<file path="src/rtl/mm_bus_arbiter_if.sv">
// Bundles the requester-side and slave-side signals of the shared memory-mapped bus.
// The arbiter connects through the slave modport; requesters and slaves drive the master side.
interface mm_bus_arbiter_if #(
  parameter int MM_ADDR_WIDTH = 8,
  parameter int MM_DATA_WIDTH = 16,
  parameter int NUM_MASTERS   = 3,
  parameter int ID_WIDTH      = 3
);
  logic [NUM_MASTERS-1:0]               m_req_i;
  logic [NUM_MASTERS*MM_ADDR_WIDTH-1:0] m_addr_i;
  logic [NUM_MASTERS*MM_DATA_WIDTH-1:0] m_wdata_i;
  logic [NUM_MASTERS-1:0]               m_we_i;
  logic [MM_DATA_WIDTH-1:0]             m_rdata_o;
  logic [NUM_MASTERS-1:0]               m_ack_o;
  logic [MM_ADDR_WIDTH-1:0]             mm_m_addr_o;
  logic [MM_DATA_WIDTH-1:0]             mm_m_wdata_o;
  logic                                 mm_m_we_o;
  logic [MM_DATA_WIDTH-1:0]             mm_m_rdata_i;
  logic [ID_WIDTH-1:0]                  grant_id_o;
  logic                                 busy_o;

  modport slave (
    input  m_req_i, m_addr_i, m_wdata_i, m_we_i, mm_m_rdata_i,
    output m_rdata_o, m_ack_o, mm_m_addr_o, mm_m_wdata_o, mm_m_we_o, grant_id_o, busy_o
  );

  modport master (
    output m_req_i, m_addr_i, m_wdata_i, m_we_i, mm_m_rdata_i,
    input  m_rdata_o, m_ack_o, mm_m_addr_o, mm_m_wdata_o, mm_m_we_o, grant_id_o, busy_o
  );
endinterface

</file>
<file path="src/rtl/mm_bus_arbiter.sv">
// Round-robin arbiter sharing one memory-mapped slave bus among NUM_MASTERS requesters.
// Each grant occupies exactly three cycles (IDLE sample, ACCESS, DONE); all outputs are registered.
module mm_bus_arbiter #(
  parameter int MM_ADDR_WIDTH = 8,
  parameter int MM_DATA_WIDTH = 16,
  parameter int NUM_MASTERS   = 3,
  parameter int ID_WIDTH      = 3
) (
  input logic              clk_sys_i,
  input logic              rst_i,
  mm_bus_arbiter_if.slave  bus
);
  localparam int AW = MM_ADDR_WIDTH;
  localparam int DW = MM_DATA_WIDTH;

  typedef enum logic [2:0] {
    IDLE   = 3'b001,
    ACCESS = 3'b010,
    DONE   = 3'b100
  } state_e;

  state_e                  state_q, state_d;
  logic [ID_WIDTH-1:0]     rr_ptr_q, rr_ptr_d;
  logic [ID_WIDTH-1:0]     grant_id_q, grant_id_d;
  logic [AW-1:0]           addr_q, addr_d;
  logic [DW-1:0]           wdata_q, wdata_d;
  logic                    we_q, we_d;
  logic [NUM_MASTERS-1:0]  ack_q, ack_d;
  logic [DW-1:0]           rdata_q, rdata_d;
  logic                    busy_q, busy_d;

  logic                    found;
  logic [ID_WIDTH-1:0]     sel;
  int                      idx;

  // Rotating priority: first requester after the last winner.
  always_comb begin
    found = 1'b0;
    sel   = '0;
    idx   = 0;
    for (int i = 1; i <= NUM_MASTERS; i++) begin
      idx = (int'(rr_ptr_q) + i) % NUM_MASTERS;
      for (int k = 0; k < NUM_MASTERS; k++) begin
        if (!found && (k == idx) && bus.m_req_i[k]) begin
          found = 1'b1;
          sel   = ID_WIDTH'(k);
        end
      end
    end
  end

  always_comb begin
    // NOTE: every signal gets a default before the case so no path leaves it unassigned (no latches).
    state_d    = state_q;
    rr_ptr_d   = rr_ptr_q;
    grant_id_d = grant_id_q;
    rdata_d    = rdata_q;
    addr_d     = '0;
    wdata_d    = '0;
    we_d       = 1'b0;
    ack_d      = '0;

    case (state_q)
      IDLE: begin
        if (found) begin
          state_d    = ACCESS;
          grant_id_d = sel;
          rr_ptr_d   = sel;
          for (int k = 0; k < NUM_MASTERS; k++) begin
            if (sel == ID_WIDTH'(k)) begin
              addr_d  = bus.m_addr_i[k*AW +: AW];
              wdata_d = bus.m_wdata_i[k*DW +: DW];
              we_d    = bus.m_we_i[k];
            end
          end
        end
      end
      ACCESS: begin
        state_d = DONE;
        if (!we_q) rdata_d = bus.mm_m_rdata_i;
        for (int k = 0; k < NUM_MASTERS; k++) ack_d[k] = (grant_id_q == ID_WIDTH'(k));
      end
      DONE:    state_d = IDLE;
      default: state_d = IDLE;
    endcase

    busy_d = (state_d != IDLE);
  end

  // NOTE: sequential state uses non-blocking assignments so all flops update together at the edge.
  always_ff @(posedge clk_sys_i or posedge rst_i) begin
    if (rst_i) begin
      state_q    <= IDLE;
      rr_ptr_q   <= ID_WIDTH'(NUM_MASTERS - 1);
      grant_id_q <= '0;
      addr_q     <= '0;
      wdata_q    <= '0;
      we_q       <= 1'b0;
      ack_q      <= '0;
      rdata_q    <= '0;
      busy_q     <= 1'b0;
    end else begin
      state_q    <= state_d;
      rr_ptr_q   <= rr_ptr_d;
      grant_id_q <= grant_id_d;
      addr_q     <= addr_d;
      wdata_q    <= wdata_d;
      we_q       <= we_d;
      ack_q      <= ack_d;
      rdata_q    <= rdata_d;
      busy_q     <= busy_d;
    end
  end

  assign bus.mm_m_addr_o  = addr_q;
  assign bus.mm_m_wdata_o = wdata_q;
  assign bus.mm_m_we_o    = we_q;
  assign bus.m_ack_o      = ack_q;
  assign bus.m_rdata_o    = rdata_q;
  assign bus.grant_id_o   = grant_id_q;
  assign bus.busy_o       = busy_q;
endmodule

</file>
<file path="src/flat_wrapper.sv">
// flat-port wrapper written by rule: the top's interface ports become plain ports
module mm_bus_arbiter_flat 
#(
  parameter int MM_ADDR_WIDTH = 8,
  parameter int MM_DATA_WIDTH = 16,
  parameter int NUM_MASTERS   = 3,
  parameter int ID_WIDTH      = 3
)
  (clk_sys_i, rst_i, bus_m_req_i, bus_m_addr_i, bus_m_wdata_i, bus_m_we_i, bus_mm_m_rdata_i, bus_m_rdata_o, bus_m_ack_o, bus_mm_m_addr_o, bus_mm_m_wdata_o, bus_mm_m_we_o, bus_grant_id_o, bus_busy_o);
  mm_bus_arbiter_if #(.MM_ADDR_WIDTH(MM_ADDR_WIDTH), .MM_DATA_WIDTH(MM_DATA_WIDTH), .NUM_MASTERS(NUM_MASTERS), .ID_WIDTH(ID_WIDTH)) bus_i ();
  input logic clk_sys_i;
  input logic rst_i;
  input wire logic [$bits(bus_i.m_req_i)-1:0] bus_m_req_i;
  input wire logic [$bits(bus_i.m_addr_i)-1:0] bus_m_addr_i;
  input wire logic [$bits(bus_i.m_wdata_i)-1:0] bus_m_wdata_i;
  input wire logic [$bits(bus_i.m_we_i)-1:0] bus_m_we_i;
  input wire logic [$bits(bus_i.mm_m_rdata_i)-1:0] bus_mm_m_rdata_i;
  output wire logic [$bits(bus_i.m_rdata_o)-1:0] bus_m_rdata_o;
  output wire logic [$bits(bus_i.m_ack_o)-1:0] bus_m_ack_o;
  output wire logic [$bits(bus_i.mm_m_addr_o)-1:0] bus_mm_m_addr_o;
  output wire logic [$bits(bus_i.mm_m_wdata_o)-1:0] bus_mm_m_wdata_o;
  output wire logic [$bits(bus_i.mm_m_we_o)-1:0] bus_mm_m_we_o;
  output wire logic [$bits(bus_i.grant_id_o)-1:0] bus_grant_id_o;
  output wire logic [$bits(bus_i.busy_o)-1:0] bus_busy_o;
  assign bus_i.m_req_i = bus_m_req_i;
  assign bus_i.m_addr_i = bus_m_addr_i;
  assign bus_i.m_wdata_i = bus_m_wdata_i;
  assign bus_i.m_we_i = bus_m_we_i;
  assign bus_i.mm_m_rdata_i = bus_mm_m_rdata_i;
  assign bus_m_rdata_o = bus_i.m_rdata_o;
  assign bus_m_ack_o = bus_i.m_ack_o;
  assign bus_mm_m_addr_o = bus_i.mm_m_addr_o;
  assign bus_mm_m_wdata_o = bus_i.mm_m_wdata_o;
  assign bus_mm_m_we_o = bus_i.mm_m_we_o;
  assign bus_grant_id_o = bus_i.grant_id_o;
  assign bus_busy_o = bus_i.busy_o;
  mm_bus_arbiter #(.MM_ADDR_WIDTH(MM_ADDR_WIDTH), .MM_DATA_WIDTH(MM_DATA_WIDTH), .NUM_MASTERS(NUM_MASTERS), .ID_WIDTH(ID_WIDTH)) u_core (.clk_sys_i(clk_sys_i), .rst_i(rst_i), .bus(bus_i));
endmodule
</file>
<file path="config.mk">
export PLATFORM = sky130hd
export DESIGN_NAME = mm_bus_arbiter_flat
export DESIGN_NICKNAME = d
export VERILOG_FILES = /design/src/rtl/mm_bus_arbiter_if.sv /design/src/rtl/mm_bus_arbiter.sv /design/src/flat_wrapper.sv
export SDC_FILE = /design/constraint.sdc
export NUM_CORES = 1
export LEC_CHECK = 0
export BUFFER_PORTS_ARGS = -buffer_cell sky130_fd_sc_hd__buf_2
export CAP_MARGIN = 30
export CORE_ASPECT_RATIO = 0.8
export CORE_MARGIN = 5
export CORE_UTILIZATION = 46
export CTS_CLUSTER_DIAMETER = 30
export CTS_CLUSTER_SIZE = 25
export DETAILED_ROUTE_END_ITERATION = 12
export GPL_ROUTABILITY_DRIVEN = 0
export GPL_TIMING_DRIVEN = 0
export PLACE_DENSITY = 0.88
export SYNTH_ARGS = -nofsm -noshare
export SYNTH_HDL_FRONTEND = slang
export SYNTH_SLANG_ARGS = --single-unit
</file>
<file path="constraint.sdc">
create_clock -name clk_sys_i -period 5.3 [get_ports clk_sys_i]
set_clock_uncertainty 0.15 [all_clocks]
set_input_delay 0.265 -clock clk_sys_i [delete_from_list [all_inputs] [get_ports clk_sys_i]]
set_output_delay 0.265 -clock clk_sys_i [all_outputs]
set_load 0.02 [all_outputs]
</file>
==> summary.md, run 1 <==
| Metric | Value |
|---|---|
| Detail Route Antenna Nets | `0` |
| Hold Startpoint | `bus_m_wdata_i[1]` |
| Net Count, Synth | `~280` |
| Clock Path Buffers | `2` |
| Clk_lat worst skew | `roughly 0.3 ns` |
| Final Slew Violations | `0` |
| Post-Route WL | `slightly below 6 mm` |
| PwrDens | `between 500 and 600 mW/mm2` |
| Worst path cell trace | `inv_1 > ha_1 > or2_4 > a31o_1 > buf_6 > clkbuf_1 > a32oi_1 > o2bb2ai_2` |
| Worst Max-Slew Pin Slew | `0.598 ns` |
| Post-synth top area share | `about 54%` |
| Synth area leader | `dfrtp_1` |
| CP Max Fanout | `10` |
| Max-cap violation count | `0` |
| CP peak stage delay | `approximately 0.41 ns` |
| Mapped Cells | `~180` |
| Initial core utilization | `46.5%` |
| Peak VDD IR | `approximately 340 uV` |
| Critical path required time | `between 5 and 6 ns` |
| Synth Register Bits | `51` |
| Seq/Total Area, Yosys | `55.9%` |
| Worst Hold Depth | `2` |
| Vias post-DR | `1,993` |
| Worst Hold Path EP | `u_core.bus.mm_m_wdata_o[1]$_DFF_PP0_` |
| Final period utilization | `43.2%` |
| Core ar. | `about 0.0049 mm2` |
| Critical Path Start Type | `flop` |
| Number of diodes | `0` |
| FF-to-FF End | `u_core.bus.mm_m_wdata_o[12]$_DFF_PP0_` |
| Drt pass-1 iters | `4` |
| Port bufs | `142` |
| Area Overhead vs Synth | `40.9%` |
| Vias per cell | `5.10` |
| Slowest library cell on the worst path | `dfrtp_1` |
| Setup CP Type | `reg2reg` |
| Cell row count | `23` |
| Final Hold Fails | `0` |
| Final Setup Violations | `0` |
| DP HPWL | `4.71 mm` |
| Max Freq | `roughly 0.44 GHz` |
| Library cells used by synthesis | `32` |
| Reg2reg start | `u_core.bus.grant_id_o[0]$_DFFE_PP0P_` |
| Ratio of cells with drive above 1 in the final layout | `59.6%` |
| Worst Path Buf+Inv | `3` |
| Worst hold slack | `around 0.016 ns` |
| Relative slew slack | `between 50% and 60%` |
| Setup TNS | `0 ns` |
| Synth area leaders | `dfrtp_1, mux2_2, o2bb2ai_2, a32oi_1, o2bb2ai_1` |
| Vias in the first global route | `just over 2,000` |
| CP Capture Type | `flop` |
| # clock sinks | `between 50 and 60` |
| WL/cell | `approximately 15 um` |
| Cells on worst reg2reg path | `8` |
| RSZ-0062 raised after global routing | `no` |
| DR DRC count | `0` |
| Avg Cell Area, Syn | `12.9 um2` |
| H-tree Lvls | `2` |
| Post-Syn Area | `about 0.0023 mm2` |
| CTS Buf Count | `5` |
| Status | `finished clean` |
| Leak | `1.65 nW` |
| Min cycle time layout | `~2.3 ns` |
| Total Die Area | `0.00649 mm2` |
| GRT overflow | `0` |
| Yosys Warn Count | `0` |
| Clock root cell | `clkbuf_8` |
| Largest net degree at the start of global routing | `34` |
| CP delay by family, top | `compound AO/OA/AOI/OAI gates` |
| First-pass GRT wire length | `about 9.3 mm` |
| Reg2reg setup slack | `roughly 3 ns` |
| Die W | `around 89 um` |
| Final Net Count | `between 400 and 500` |
| CTS tree | `done` |
| Worst-path clk slew | `around 0.090 ns` |
| Initial antenna violation count | `0` |
| Critical Path AT | `between 2 and 2.5 ns` |
| Tot GR Track Use | `18.7%` |
| CTS resizes | `0` |
| DIE HEIGHT | `73.1 um` |
| IO Pins | `between 100 and 150` |
| Worst hold path class | `in2reg` |
| Iteration-0 DRC Markers | `94` |
## logic make-up after synthesis
logic type               synth area share [%]
AO/OA/AOI/OAI                            25.7
other                                   0.164
AND/OR/NAND/NOR                          4.27
multiplexers                             7.88
flip-flops                               55.9
buffers and inverters                    4.98
adder cells (fa/ha/maj)                  1.09
## synth_stat cells
library cell  count
a31oi_1           1
or2_4             1
dfrtp_1          49
inv_1             5
o21ai_1           2
o2bb2ai_2        12
nand2_1          11
ha_1              2
a21oi_1          11
nor3_1            2
o21ba_1           1
nor2_2            1
o2bb2ai_1         8
nor2_1            2
and2_1            1
or3_1             1
o2111ai_2         1
dfstp_2           2
buf_6             3
and3_1            1
inv_2             1
nand3_1           1
clkbuf_1          6
conb_1            1
o21a_1            1
mux2_2           16
a31o_1            1
buf_2             4
o21ai_0           6
buf_4             2
a211oi_4          1
a32oi_1          20
## worst max-delay path by stage
| stage | from | to | depth (start not counted) |
|---|---|---|---|
| floorplan | u_core.bus.grant_id_o[0]$_DFFE_PP0P_ | u_core.bus.mm_m_addr_o[4]$_DFF_PP0_ | 8 |
| global placement | u_core.bus.grant_id_o[0]$_DFFE_PP0P_ | u_core.bus.mm_m_wdata_o[12]$_DFF_PP0_ | 8 |
| detailed placement | u_core.bus.grant_id_o[0]$_DFFE_PP0P_ | u_core.bus.mm_m_wdata_o[14]$_DFF_PP0_ | 8 |
| CTS | u_core.bus.grant_id_o[0]$_DFFE_PP0P_ | u_core.bus.mm_m_wdata_o[3]$_DFF_PP0_ | 8 |
| global route | u_core.rr_ptr_q[1]$_DFFE_PP1P_ | u_core.bus.mm_m_wdata_o[12]$_DFF_PP0_ | 8 |
| finish | u_core.bus.grant_id_o[0]$_DFFE_PP0P_ | u_core.bus.mm_m_wdata_o[12]$_DFF_PP0_ | 8 |
## routing by layer
metal / GRT usage (%) / routed length, um / vias to the layer above
met5: 0 / 0 / -
met4: 4.19 / 37 / 0
met3: 6.55 / 678 / 5
met2: 33.0 / 3010 / 94
met1: 21.9 / 2130 / 922
li1: - / - / 972
## area by class of cell
type | count | area [um2]
well taps | 62 | 77.6
inverters | 6 | 22.5
plain buffers | 15 | 91.3
clock buffers | 5 | 68.8
flip-flops and latches | 51 | 1280
fillers | 391 | 1700
repair buffers | 144 | 741
multi-input cells | 105 | 895
clock inverters | 3 | 47.5
## sequential cells by signal, indices dropped and copies added (netlist names)
register	cells
u_core.bus.busy_o	1
u_core.bus.grant_id_o	2
u_core.bus.m_ack_o	3
u_core.bus.m_rdata_o	16
u_core.bus.mm_m_addr_o	8
u_core.bus.mm_m_wdata_o	16
u_core.bus.mm_m_we_o	1
u_core.rr_ptr_q	1
u_core.state_q	3
## per-stage QoR
step / cells / power (mW) / util [%] / instance area [um2] / setup slack (ns)
5_1_grt: 391 / 1.89 / 65.5 / 3220 / 2.88
4_1_cts: 391 / 1.79 / 65.5 / 3220 / 3.02
6_report: 391 / 1.76 / 65.5 / 3220 / 3.01
3_5_place_dp: 382 / 1.51 / 62.9 / 3100 / 3.03
3_3_place_gp: 381 / 1.48 / 62.5 / 3080 / 3.04
2_1_floorplan: 177 / 1.23 / - / 2290 / 3.23
## what timing repair did
item,4_1_cts,5_1_grt
hold buffers,1,0
buffers inserted,0,0
endpoints found under the hold margin,18,0
endpoints found under the setup margin,0,0
## power breakdown
group	internal (mW)	switching, mW	leakage (nW)
registers	0.534	0.0516	0.653
logic	0.359	0.546	0.940
clock network	0.143	0.130	0.0587
total	1.04	0.728	1.65
## cells in the final DEF (no fill, tap or decap), drive strengths merged
cell type      n
or2            1
clkbuf        11
dlygate4sd3    1
dfstp          2
a31o           1
inv            7
bufinv         1
nand2         11
and2           1
a31oi          1
nand3          1
ha             2
conb           1
or3            1
a211oi         1
a32oi         20
clkinv         1
mux2          16
nor3           2
o2bb2ai       20
o2111ai        1
nor2           3
o21ba          1
o21ai          8
o21a           1
dfrtp         49
a21oi         11
buf          152
and3           1
(Power assumes the default switching activity.)
==> run 2, diff against run 1 <==
ABC_AREA = 1   (was unset)
CORE_UTILIZATION = 39   (was 46)
PLACE_DENSITY = 0.78   (was 0.88)
clock period = 2 ns   (was 5.3 ns; I/O delays follow)
==> summary.md, run 2 <==
| Metric | Value |
|---|---|
| Setup TNS | `-4.28 ns` |
| Critical Path AT | `about 2.3 ns` |
| Yosys Warn Count | `0` |
| DR DRC count | `0` |
| Number of fillers in the final layout | `around 370` |
| WL/cell | `19.1 um` |
| CTS Buf Count | `5` |
| Vias per cell | `just over 5` |
| Reg2reg setup slack | `-0.25 ns` |
| Largest net degree at the start of global routing | `32` |
| Library cells used by synthesis | `30` |
| FF-to-FF End | `u_core.bus.mm_m_addr_o[6]$_DFF_PP0_` |
| Post-Syn Area | `~0.0024 mm2` |
| CP peak stage delay | `around 0.57 ns` |
| Final Hold Fails | `0` |
| Post-Route WL | `between 10 and 15 mm` |
| Leak | `2.35 nW` |
| Async set-reset flop share out of synthesis | `100%` |
| Slowest library cell on the worst path | `dfstp_2` |
| Number of enable flip-flop cells after synthesis | `0` |
| GRT busiest layer | `met2` |
| Flop pwr share | `about a quarter` |
| Post-synth top area share | `approximately half` |
| GR Util met2 | `45.2%` |
| Worst hold path class | `in2async` |
| Port bufs | `approximately 140` |
| Mapped Cells | `roughly 240` |
| Max Freq | `about 0.44 GHz` |
| PwrDens | `between 1000 and 1500 mW/mm2` |
| CP Capture Type | `flop` |
| Net Count, Synth | `about 340` |
| CTS tree | `done` |
| Cells on worst reg2reg path | `11` |
| Max-cap violation count | `0` |
| Area of the multi-input gates | `between 0.001 and 0.0015 mm2` |
| Cell Int Power | `3.66 mW` |
| Tot GR Track Use | `roughly a quarter` |
| Violated checks | `negative setup slack` |
| Met3 Usage GRT | `under 10%` |
| DIE HEIGHT | `around 80 um` |
| Core ar. | `between 0.005 and 0.006 mm2` |
| Net switching power | `roughly 3.2 mW` |
| CP delay by family, top | `simple AND/OR/NAND/NOR gates` |
| Min cycle time layout | `about 2.2 ns` |
| IO Pins | `144` |
| Final Total Pwr | `roughly 7 mW` |
| # clock sinks | `51` |
| Clock root cell | `clkbuf_8` |
| Status | `finished with violations` |
| First-pass GRT wire length | `approximately 16 mm` |
| Initial core utilization | `around two fifths` |
| GRT overflow | `0` |
| Vias post-DR | `2,961` |
| Synth area leaders | `dfrtp_1, a21oi_1, mux2_4, nand2_1, o21ai_1` |
| Combinational share of power | `around 67%` |
| Clk_lat worst skew | `0.31 ns` |
| Worst path cell trace | `inv_2 > ha_4 > nand2_4 > nand2_4 > nor2_4 > nand4_1 > nor2_4 > nor2_8 > buf_8 > a21oi_1 > a21oi_1` |
| Critical Path Start Type | `flop` |
| CP Max Fanout | `10` |
| Synth top cells by count | `dfrtp_1, a21oi_1, nand2_1` |
| Most frequent cells in the layout | `buf_2, dlygate4sd3_1, dfrtp_1, nand2_1, a21oi_2` |
| Switching fraction of total power | `46.9%` |
| Initial antenna violation count | `0` |
| Synth area leader | `dfrtp_1` |
| Final Slew Violations | `0` |
| Iteration-0 DRC Markers | `between 100 and 150` |
| Final period utilization | `112%` |
| Most used DFF post-synth | `dfrtp_1` |
| Final setup margin | `-0.249 ns` |
| Final Setup Violations | `29` |
| Vias in the first global route | `3,084` |
| Seq/Total Area, Yosys | `53.4%` |
| Worst Path Buf+Inv | `2` |
| Worst-path clk slew | `roughly 0.10 ns` |
| Critical path required time | `about 2.0 ns` |
| Setup CP Type | `reg2reg` |
| Crit path launch | `u_core.rr_ptr_q[1]$_DFFE_PP1P_` |
| Avg Cell Area, Syn | `around 10 um2` |
| Drt pass-1 iters | `4` |
| Final Net Count | `592` |
| Detail Route Antenna Nets | `0` |
| Cell row count | `25` |
| H-tree Lvls | `2` |
| Met1 usage | `between 20% and 30%` |
| Pre-CTS WS | `-0.313 ns` |
| Reg2reg start | `u_core.rr_ptr_q[1]$_DFFE_PP1P_` |
| DP HPWL | `5.65 mm` |
| FF+latch area | `between 0.001 and 0.0015 mm2` |
| Peak VDD IR | `1020 uV` |
| Most common cell in the netlist | `dfrtp_1` |
| Ratio of cells with drive above 1 in the final layout | `55.8%` |
| Clock Path Buffers | `2` |
| RSZ-0062 raised after global routing | `yes` |
| Commonest non-fill, non-tap cell in the layout | `buf_2` |
| Die W | `around 100 um` |
| Area Overhead vs Synth | `98.6%` |
| Total Die Area | `just under 0.008 mm2` |
| Clock Power Share | `9.0%` |
| Synth Register Bits | `between 50 and 60` |
run 2: changes by cell type after synthesis, moves of 5 or more:
cell / delta
a21oi_1: +37
nand2_1: +27
o21ai_1: +21
a32oi_1: -20
o2bb2ai_2: -12
mux2_2: -10
mux2_4: +10
o2bb2ai_1: -8
clkbuf_1: -5
inv_2: +5
run 2: worst register-to-register path: stages, from the launching register on:
cell and delay, ns:
dfstp_2 0.57, inv_2 0.06, ha_4 0.18, nand2_4 0.07, nand2_4 0.06, nor2_4 0.13, nand4_1 0.15, nor2_4 0.20
nor2_8 0.08, buf_8 0.18, a21oi_1 0.19, a21oi_1 0.12
run 2: how the worst max path moves through the flow:
| stage | to | slack (ns) | depth (start not counted) |
|---|---|---|---|
| after floorplan | u_core.bus.mm_m_addr_o[1]$_DFF_PP0_ | 0.0007 | 13 |
| after global placement | u_core.bus.mm_m_wdata_o[3]$_DFF_PP0_ | -0.24 | 13 |
| after detailed placement | u_core.bus.mm_m_wdata_o[3]$_DFF_PP0_ | -0.31 | 13 |
| after CTS | u_core.bus.mm_m_wdata_o[3]$_DFF_PP0_ | -0.12 | 12 |
| after global routing | u_core.bus.mm_m_addr_o[6]$_DFF_PP0_ | -0.41 | 11 |
| final | u_core.bus.mm_m_addr_o[6]$_DFF_PP0_ | -0.25 | 11 |
run 2: cell families after synthesis:
family                   after synthesis  share of synthesized area (%)
AO/OA/AOI/OAI                         78                           16.8
adder cells (fa/ha/maj)                2                           1.05
buffers and inverters                 31                           6.95
flip-flops                            51                           53.4
multiplexers                          16                           9.10
other                                  1                          0.157
AND/OR/NAND/NOR                       60                           12.5
run 2: per-stage QoR:
step,hold WS (ns),utilization [%],std cells,instance area (um2)
global route,0.240,79.9,576,4750
CTS,0.222,75.9,570,4510
detailed placement,0.00675,54.9,463,3270
global placement,0.182,54.6,462,3250
finish,0.218,80.0,579,4750
floorplan,0.0850,-,239,2430
run 2: cell type report:
cell class | count | share of cell area, %
Multi-Input combinational cell | 157 | 26.4
Antenna cell | 3 | 0.158
Timing Repair Buffer | 248 | 37.2
Buffer | 15 | 3.71
Clock inverter | 3 | 0.553
Inverter | 16 | 1.47
Clock buffer | 5 | 1.45
Tap cell | 81 | 2.13
Sequential cell | 51 | 26.9
run 2: what timing repair did:
action                                  4_1_cts  5_1_grt
endpoints found under the setup margin       31       30
endpoints found under the hold margin        61        0
cloned                                        0        2
pin swaps                                     3       11
resized for setup                            51       45
buffers inserted                              7        4
hold buffers                                 92        0
run 2: power by group through the flow:
| stage | clock network (mW) | logic [mW] | registers [mW] |
|---|---|---|---|
| 6_report | 0.622 | 4.62 | 1.64 |
| 5_1_grt | 0.679 | 4.89 | 1.68 |
| 4_1_cts | 0.633 | 3.84 | 1.62 |
| 3_5_place_dp | 0 | 3.15 | 1.64 |
| 3_3_place_gp | 0 | 3.06 | 1.61 |
| 2_1_floorplan | 0 | 1.82 | 2.05 |
run 2: per-layer routing:
layer  up-vias  share of wire (%)  routed length [um]
met5         -                  0                   0
met4         0                3.4                 381
met1      1415                 36                3950
met3        36                 11                1200
met2       191                 50                5550
li1       1319                  -                   -
